===== src/rtl/trap_pkg.sv =====
// rtl/trap_pkg.sv - shared types and helpers for the trap controller
// Purpose: trap FSM state enum, default trap source indices, cause width helper.
// Ports: none (package).
package trap_pkg;

  typedef enum logic {
    RUN  = 1'b0,
    TRAP = 1'b1
  } trap_state_e;

  localparam int SRC_IRQ     = 0;
  localparam int SRC_IO_VIOL = 1;

  // Width of a source index; never below 1 so a single-source build still has a port.
  function automatic int cause_width(input int num_src);
    return (num_src <= 2) ? 1 : $clog2(num_src);
  endfunction

endpackage


===== src/rtl/trap_ctrl_m1_edge_sync.sv =====
// rtl/trap_ctrl_m1_edge_sync.sv - multi-flop synchroniser with registered edge pulses
// Purpose: brings W asynchronous bits into the clk domain and produces one-clock
//          rise/fall pulses per bit.
// Ports:
//   clk, rst_n   clock, synchronous active-low reset
//   din   [W]    asynchronous input
//   level [W]    synchronised level
//   rise  [W]    one-clock pulse after a synchronised 0->1 transition
//   fall  [W]    one-clock pulse after a synchronised 1->0 transition
module m1_edge_sync #(
  parameter int           W       = 1,
  parameter int           STAGES  = 2,
  parameter logic [W-1:0] RST_VAL = '0
) (
  input  logic         clk,
  input  logic         rst_n,
  input  logic [W-1:0] din,
  output logic [W-1:0] level,
  output logic [W-1:0] rise,
  output logic [W-1:0] fall
);

  logic [STAGES-1:0][W-1:0] sync_q;
  logic [W-1:0]             edge_q;

  assign level = sync_q[STAGES-1];

  // Reset values match the idle pin level so releasing reset never fakes an edge.
  always_ff @(posedge clk) begin
    if (!rst_n) begin
      sync_q <= {STAGES{RST_VAL}};
      edge_q <= RST_VAL;
      rise   <= '0;
      fall   <= '0;
    end else begin
      sync_q <= {sync_q[STAGES-2:0], din};
      edge_q <= sync_q[STAGES-1];
      rise   <= sync_q[STAGES-1] & ~edge_q;
      fall   <= ~sync_q[STAGES-1] & edge_q;
    end
  end

endmodule


===== src/rtl/trap_ctrl.sv =====
// rtl/trap_ctrl.sv - trap source arbiter and NMI / trap-mode controller for the Z80
// Purpose: tracks pending trap sources, enters/leaves trap mode on M1 falling edges,
//          records the winning cause and strobes the address-capture latch.
// Optional feature: define TRAP_CTRL_STATS_EN to add the saturating trap_count output.
// Ports:
//   clk, rst_n        clock, synchronous active-low reset
//   m1_n              Z80 M1 (asynchronous)
//   src_req/src_en    trap requests (asynchronous) and per-source enables
//   ack_valid/ack_idx clear one sticky pending bit
//   new_isr           current M1 fetch is a trap-vector entry
//   last_isr_jmp      current M1 fetch is the trap-exit jump
//   virtual_enabled   virtualisation active
//   trap_state        1 while in trap mode
//   nmi_n             registered active-low NMI
//   capture_address   address capture enable, one M1 cycle wide
//   pending           pending source vector
//   cause/cause_valid source that opened the current trap
//   trap_count        (TRAP_CTRL_STATS_EN only) saturating count of ISR entries
module trap_ctrl
  import trap_pkg::*;
#(
  parameter int                 NUM_SRC     = 4,
  parameter logic [NUM_SRC-1:0] STICKY_MASK = 4'b1110,
  parameter int                 SYNC_STAGES = 2,
  localparam int                CAUSE_W     = cause_width(NUM_SRC)
) (
  input  logic               clk,
  input  logic               rst_n,
  input  logic               m1_n,
  input  logic [NUM_SRC-1:0] src_req,
  input  logic [NUM_SRC-1:0] src_en,
  input  logic               ack_valid,
  input  logic [CAUSE_W-1:0] ack_idx,
  input  logic               new_isr,
  input  logic               last_isr_jmp,
  input  logic               virtual_enabled,
  output logic               trap_state,
  output logic               nmi_n,
  output logic               capture_address,
  output logic [NUM_SRC-1:0] pending,
  output logic [CAUSE_W-1:0] cause,
  output logic               cause_valid
`ifdef TRAP_CTRL_STATS_EN
  ,
  output logic [7:0]         trap_count
`endif
);

  trap_state_e        state;
  logic               m1_s, m1_rise, m1_fall;
  logic [NUM_SRC-1:0] src_s, src_rise, src_fall;
  logic [NUM_SRC-1:0] pending_d;
  logic [CAUSE_W-1:0] winner;
  logic               pending_any;
  logic               isr_entry;
  logic               unused_ok;

  m1_edge_sync #(.W(1), .STAGES(SYNC_STAGES), .RST_VAL(1'b1)) u_m1_sync (
    .clk(clk), .rst_n(rst_n), .din(m1_n),
    .level(m1_s), .rise(m1_rise), .fall(m1_fall)
  );

  m1_edge_sync #(.W(NUM_SRC), .STAGES(SYNC_STAGES), .RST_VAL('0)) u_src_sync (
    .clk(clk), .rst_n(rst_n), .din(src_req),
    .level(src_s), .rise(src_rise), .fall(src_fall)
  );

  assign unused_ok   = &{1'b0, m1_s, src_fall};
  assign trap_state  = (state == TRAP);
  assign pending_any = |pending;
  assign isr_entry   = m1_fall && (state == RUN) && pending_any && new_isr;

  // Sticky bits latch on request edges only while running; a request edge during
  // a trap (or an ack) clears them, and clear beats set. Level bits resample at
  // the end of each M1 cycle.
  always_comb begin
    pending_d = pending;
    for (int i = 0; i < NUM_SRC; i++) begin
      if (STICKY_MASK[i]) begin
        if ((ack_valid && ack_idx == CAUSE_W'(i)) || (src_rise[i] && trap_state))
          pending_d[i] = 1'b0;
        else if (src_rise[i] && src_en[i])
          pending_d[i] = 1'b1;
      end else if (m1_rise) begin
        pending_d[i] = src_s[i] & src_en[i];
      end
    end
  end

  // Lowest set index wins.
  always_comb begin
    winner = '0;
    for (int i = NUM_SRC - 1; i >= 0; i--) begin
      if (pending[i]) winner = CAUSE_W'(i);
    end
  end

  always_ff @(posedge clk) begin
    if (!rst_n) begin
      state           <= TRAP;
      nmi_n           <= 1'b1;
      capture_address <= 1'b0;
      pending         <= '0;
      cause           <= '0;
      cause_valid     <= 1'b0;
    end else begin
      pending <= pending_d;
      nmi_n   <= !(pending_any && state == RUN);
      if (m1_fall) begin
        capture_address <= 1'b0;
        unique case (state)
          RUN: begin
            if (isr_entry) begin
              state           <= TRAP;
              capture_address <= 1'b1;
              cause           <= winner;
              cause_valid     <= 1'b1;
            end else if (!virtual_enabled) begin
              state <= TRAP;
            end
          end
          TRAP: begin
            if (last_isr_jmp && virtual_enabled) begin
              state       <= RUN;
              cause_valid <= 1'b0;
            end
          end
          default: state <= TRAP;
        endcase
      end
    end
  end

`ifdef TRAP_CTRL_STATS_EN
  always_ff @(posedge clk) begin
    if (!rst_n)
      trap_count <= 8'd0;
    else if (isr_entry && trap_count != 8'hFF)
      trap_count <= trap_count + 8'd1;
  end
`endif

endmodule


===== config.mk =====
export PLATFORM = sky130hd
export DESIGN_NAME = trap_ctrl
export DESIGN_NICKNAME = d
export VERILOG_FILES = /design/src/rtl/trap_pkg.sv /design/src/rtl/trap_ctrl_m1_edge_sync.sv /design/src/rtl/trap_ctrl.sv
export SDC_FILE = /design/constraint.sdc
export NUM_CORES = 1
export LEC_CHECK = 0
export CAP_MARGIN = 20
export CORE_MARGIN = 2
export CORE_UTILIZATION = 45
export DETAILED_ROUTE_END_ITERATION = 8
export GPL_ROUTABILITY_DRIVEN = 0
export PLACE_DENSITY = 0.82
export SYNTH_ARGS = -nofsm -noshare
export SYNTH_HDL_FRONTEND = slang
export SYNTH_SLANG_ARGS = --single-unit

===== constraint.sdc =====
create_clock -name clk -period 1.2 [get_ports clk]
set_input_delay 0.3 -clock clk [delete_from_list [all_inputs] [get_ports clk]]
set_output_delay 0.3 -clock clk [all_outputs]
set_load 0.03 [all_outputs]

==> impl_metrics.yaml <==
floorplanning:
  ioPinCount: 27
  num_rows: 16
  die_w_um: 49.91
  core_area_sq_um: 1982
  start_util: 0.4785
  die_area_sq_um: 2491
  die_h_um: 49.91
synth:
  synth_top_cell_by_area: "dfxtp_1"
  synth-edff-count: 0
  synth-seq-cells: 29
  synth-main-ff-cell: "dfxtp_1"
  synth_area_leaders: "dfxtp_1 (61%), and2_1 (7.3%), nand2_1 (4.0%), nor2b_1 (3.3%), o21a_1 (2.4%)"
  syn-cell-area_sq_um: 948.4
  syn_inst: 89
  synth.distinct_cells: 27
  yosys-top-cells-count: "dfxtp_1 (29), and2_1 (11), nand2_1 (10)"
  seq_area_frac_synth: 0.6121
  avgSynthCellArea_sq_um: 10.66
  ys.warnings.count: 0
  synthArstFlopShare: 0
  synth_top_cell_area_share: 0.6121
  synth_nets: 106
  synth_most_common_cell: "dfxtp_1"
global_route:
  first_global_vias: 640
  grt_pass1_wl_mm: 2.780
  gr-total-overflow: 0
  track_usage: 0.1504
  grt_max_degree: 16
  antenna_found_initial: 0
sta:
  rsz0062_at_grt: "false"
  hold_viol_final: 0
  fmax_ghz: 0.8650
  finalCritPeriodShare: 0.9634
  skew_ns: 0.005712
  worstMarginPinSlew_ns: 0.2834
  setup_violations: 0
  fin_crit_ns: 1.156
  drv_slew: 0
  relSlewSlack: 0.8097
  holdWs_ns: 0.3787
  worst_slack_ns: 0.04386
placement:
  hpwl_mm: 1.163
  dp_cells: 143
  io_buffers: 26
  place_ws_ns: -0.2382
worst_setup_path:
  worstPathCellList: "buf_4"
  slowest_delay_ns: 0.38
  rrSetupSlack_ns: 0.09
  cp.depth: 1
  reg2reg_depth: 3
  cp-start-kind: "flop"
  crit_family: "flip-flops"
  crit_path_top_delay_cell: "dfxtp_4"
  crit_path_max_fanout: 7
  path_buf_inv: 1
  critPathKind: "flop to output port"
  end_kind: "output port"
  required_ns: 0.90
  arrival_ns: 0.86
power_and_ir_drop:
  irDropWorstVdd_mv: 0.7635
  power_leakage_nw: 0.5451
  power_density_nw_per_um2: 1239
finish:
  layoutNonFillerInstCount: 152
  drive_gt1_frac: 0.2400
  nFillCells: 157
  fin_util: 0.6686
  nets: 141
  areaGrowthSynthToFinish_pct: 39.71
  n_antenna_cell: 0
cts:
  clk_latency_ns: 0.31
  path_clk_slew_ns: 0.08
  cts.path.max_buffers: 2
  cts_root_buf: "clkbuf_4"
  cts_sinks: 29
  cts_tree: "yes"
  cts.htree.levels: 2
  cts_made_buffers: 5
route:
  vias: 707
  dr.pass1.iters: 4
  ant_nets: 0
  drt_iter0_markers: 9
  route.detailed.drc: 0
  viasPerCell: 4.651
  routedWlPerCell_um: 11.13
  routed_wl_mm: 1.691
worst_hold_path:
  min_path_cells: 1
  worstHoldPathType: "flop to flop"
outcome:
  status: "completed"
flow_run:
  drv_cap: 0
-- timing repair --
item                                    in CTS  in global routing
endpoints found under the setup margin       4                  7
hold buffers                                 0                  0
setup buffers                                0                  1
pin swaps                                    0                  2
resized for setup                            5                  7
-- power breakdown --
part           internal (W)  switching [W]  leakage, nW
clock network      0.000223       0.000309       0.0320
registers          0.000978      0.0000108        0.240
logic             0.0000796      0.0000424        0.273
-- routing by layer --
metal | global-route usage | up-vias | part of all wire
met3 | 0.06970 | 0 | 0.067
li1 | - | 364 | -
met2 | 0.2356 | 27 | 0.49
met4 | 0.05556 | 0 | 0
met5 | 0 | - | 0
met1 | 0.1794 | 316 | 0.44
-- path summary, 6_finish.rpt --
kind | end | start
setup reg to reg | cause[1]$_SDFFE_PN0P_ | pending[3]$_SDFFE_PP0P_
setup / recovery | trap_state | trap_state$_SDFFE_PN1P_
hold reg to reg | u_src_sync.rise[2]$_SDFF_PN0_ | u_src_sync.edge_q[2]$_SDFF_PN0_
hold / removal | u_src_sync.rise[2]$_SDFF_PN0_ | u_src_sync.edge_q[2]$_SDFF_PN0_
-- logic make-up after synthesis --
| family | share of synthesized area |
|---|---|
| flip-flops | 0.6121 |
| AND/OR/NAND/NOR | 0.2639 |
| multiplexers | 0.01055 |
| buffers and inverters | 0.01714 |
| AO/OA/AOI/OAI | 0.09631 |
-- through the flow --
step	area, sq um	power (W)	setup TNS (ns)
3_3_place_gp	1234	0.001135	-3.618
4_1_cts	1294	0.001665	0
2_1_floorplan	950.9	0.001063	0
6_report	1325	0.001642	0
3_5_place_dp	1234	0.001140	-4.246
5_1_grt	1325	0.001738	0
-- final cells by class --
type	count	area [sq um]	share of cell area
clock buffers	6	41.29	0.03116
flip-flops and latches	29	599.3	0.4523
multi-input cells	56	356.6	0.2691
repair buffers	30	276.5	0.2087
inverters	2	7.507	0.005666
well taps	27	33.78	0.02550
clock inverters	2	10.01	0.007554
-- state kept, by name (all words and copies together), names as in the netlist --
register,count
cause,2
cause_valid,1
u_m1_sync.sync_q,1
u_src_sync.level,4
u_m1_sync.rise,1
nmi_n,1
trap_state,1
u_src_sync.sync_q,4
capture_address,1
pending,4
u_src_sync.edge_q,3
u_src_sync.rise,3
u_m1_sync.level,1
u_m1_sync.fall,1
u_m1_sync.edge_q,1
-- layout by cell type (no fill, tap or decap), drive strengths merged --
cell and n:
a211o 1, a21boi 1, a21oi 3, a311oi 1
and2 11, and2b 1, and3 1, buf 14
clkbuf 6, clkdlybuf4s50 16, clkinv 2, dfxtp 29
inv 2, mux2i 1, nand2 10, nand2b 1
nand3 1, nand3b 1, nor2 5, nor2b 5
nor3 1, nor4 1, o211ai 1, o21a 3
o21ai 2, o221a 1, or2b 3, or3b 1
(Power assumes the default switching activity.)
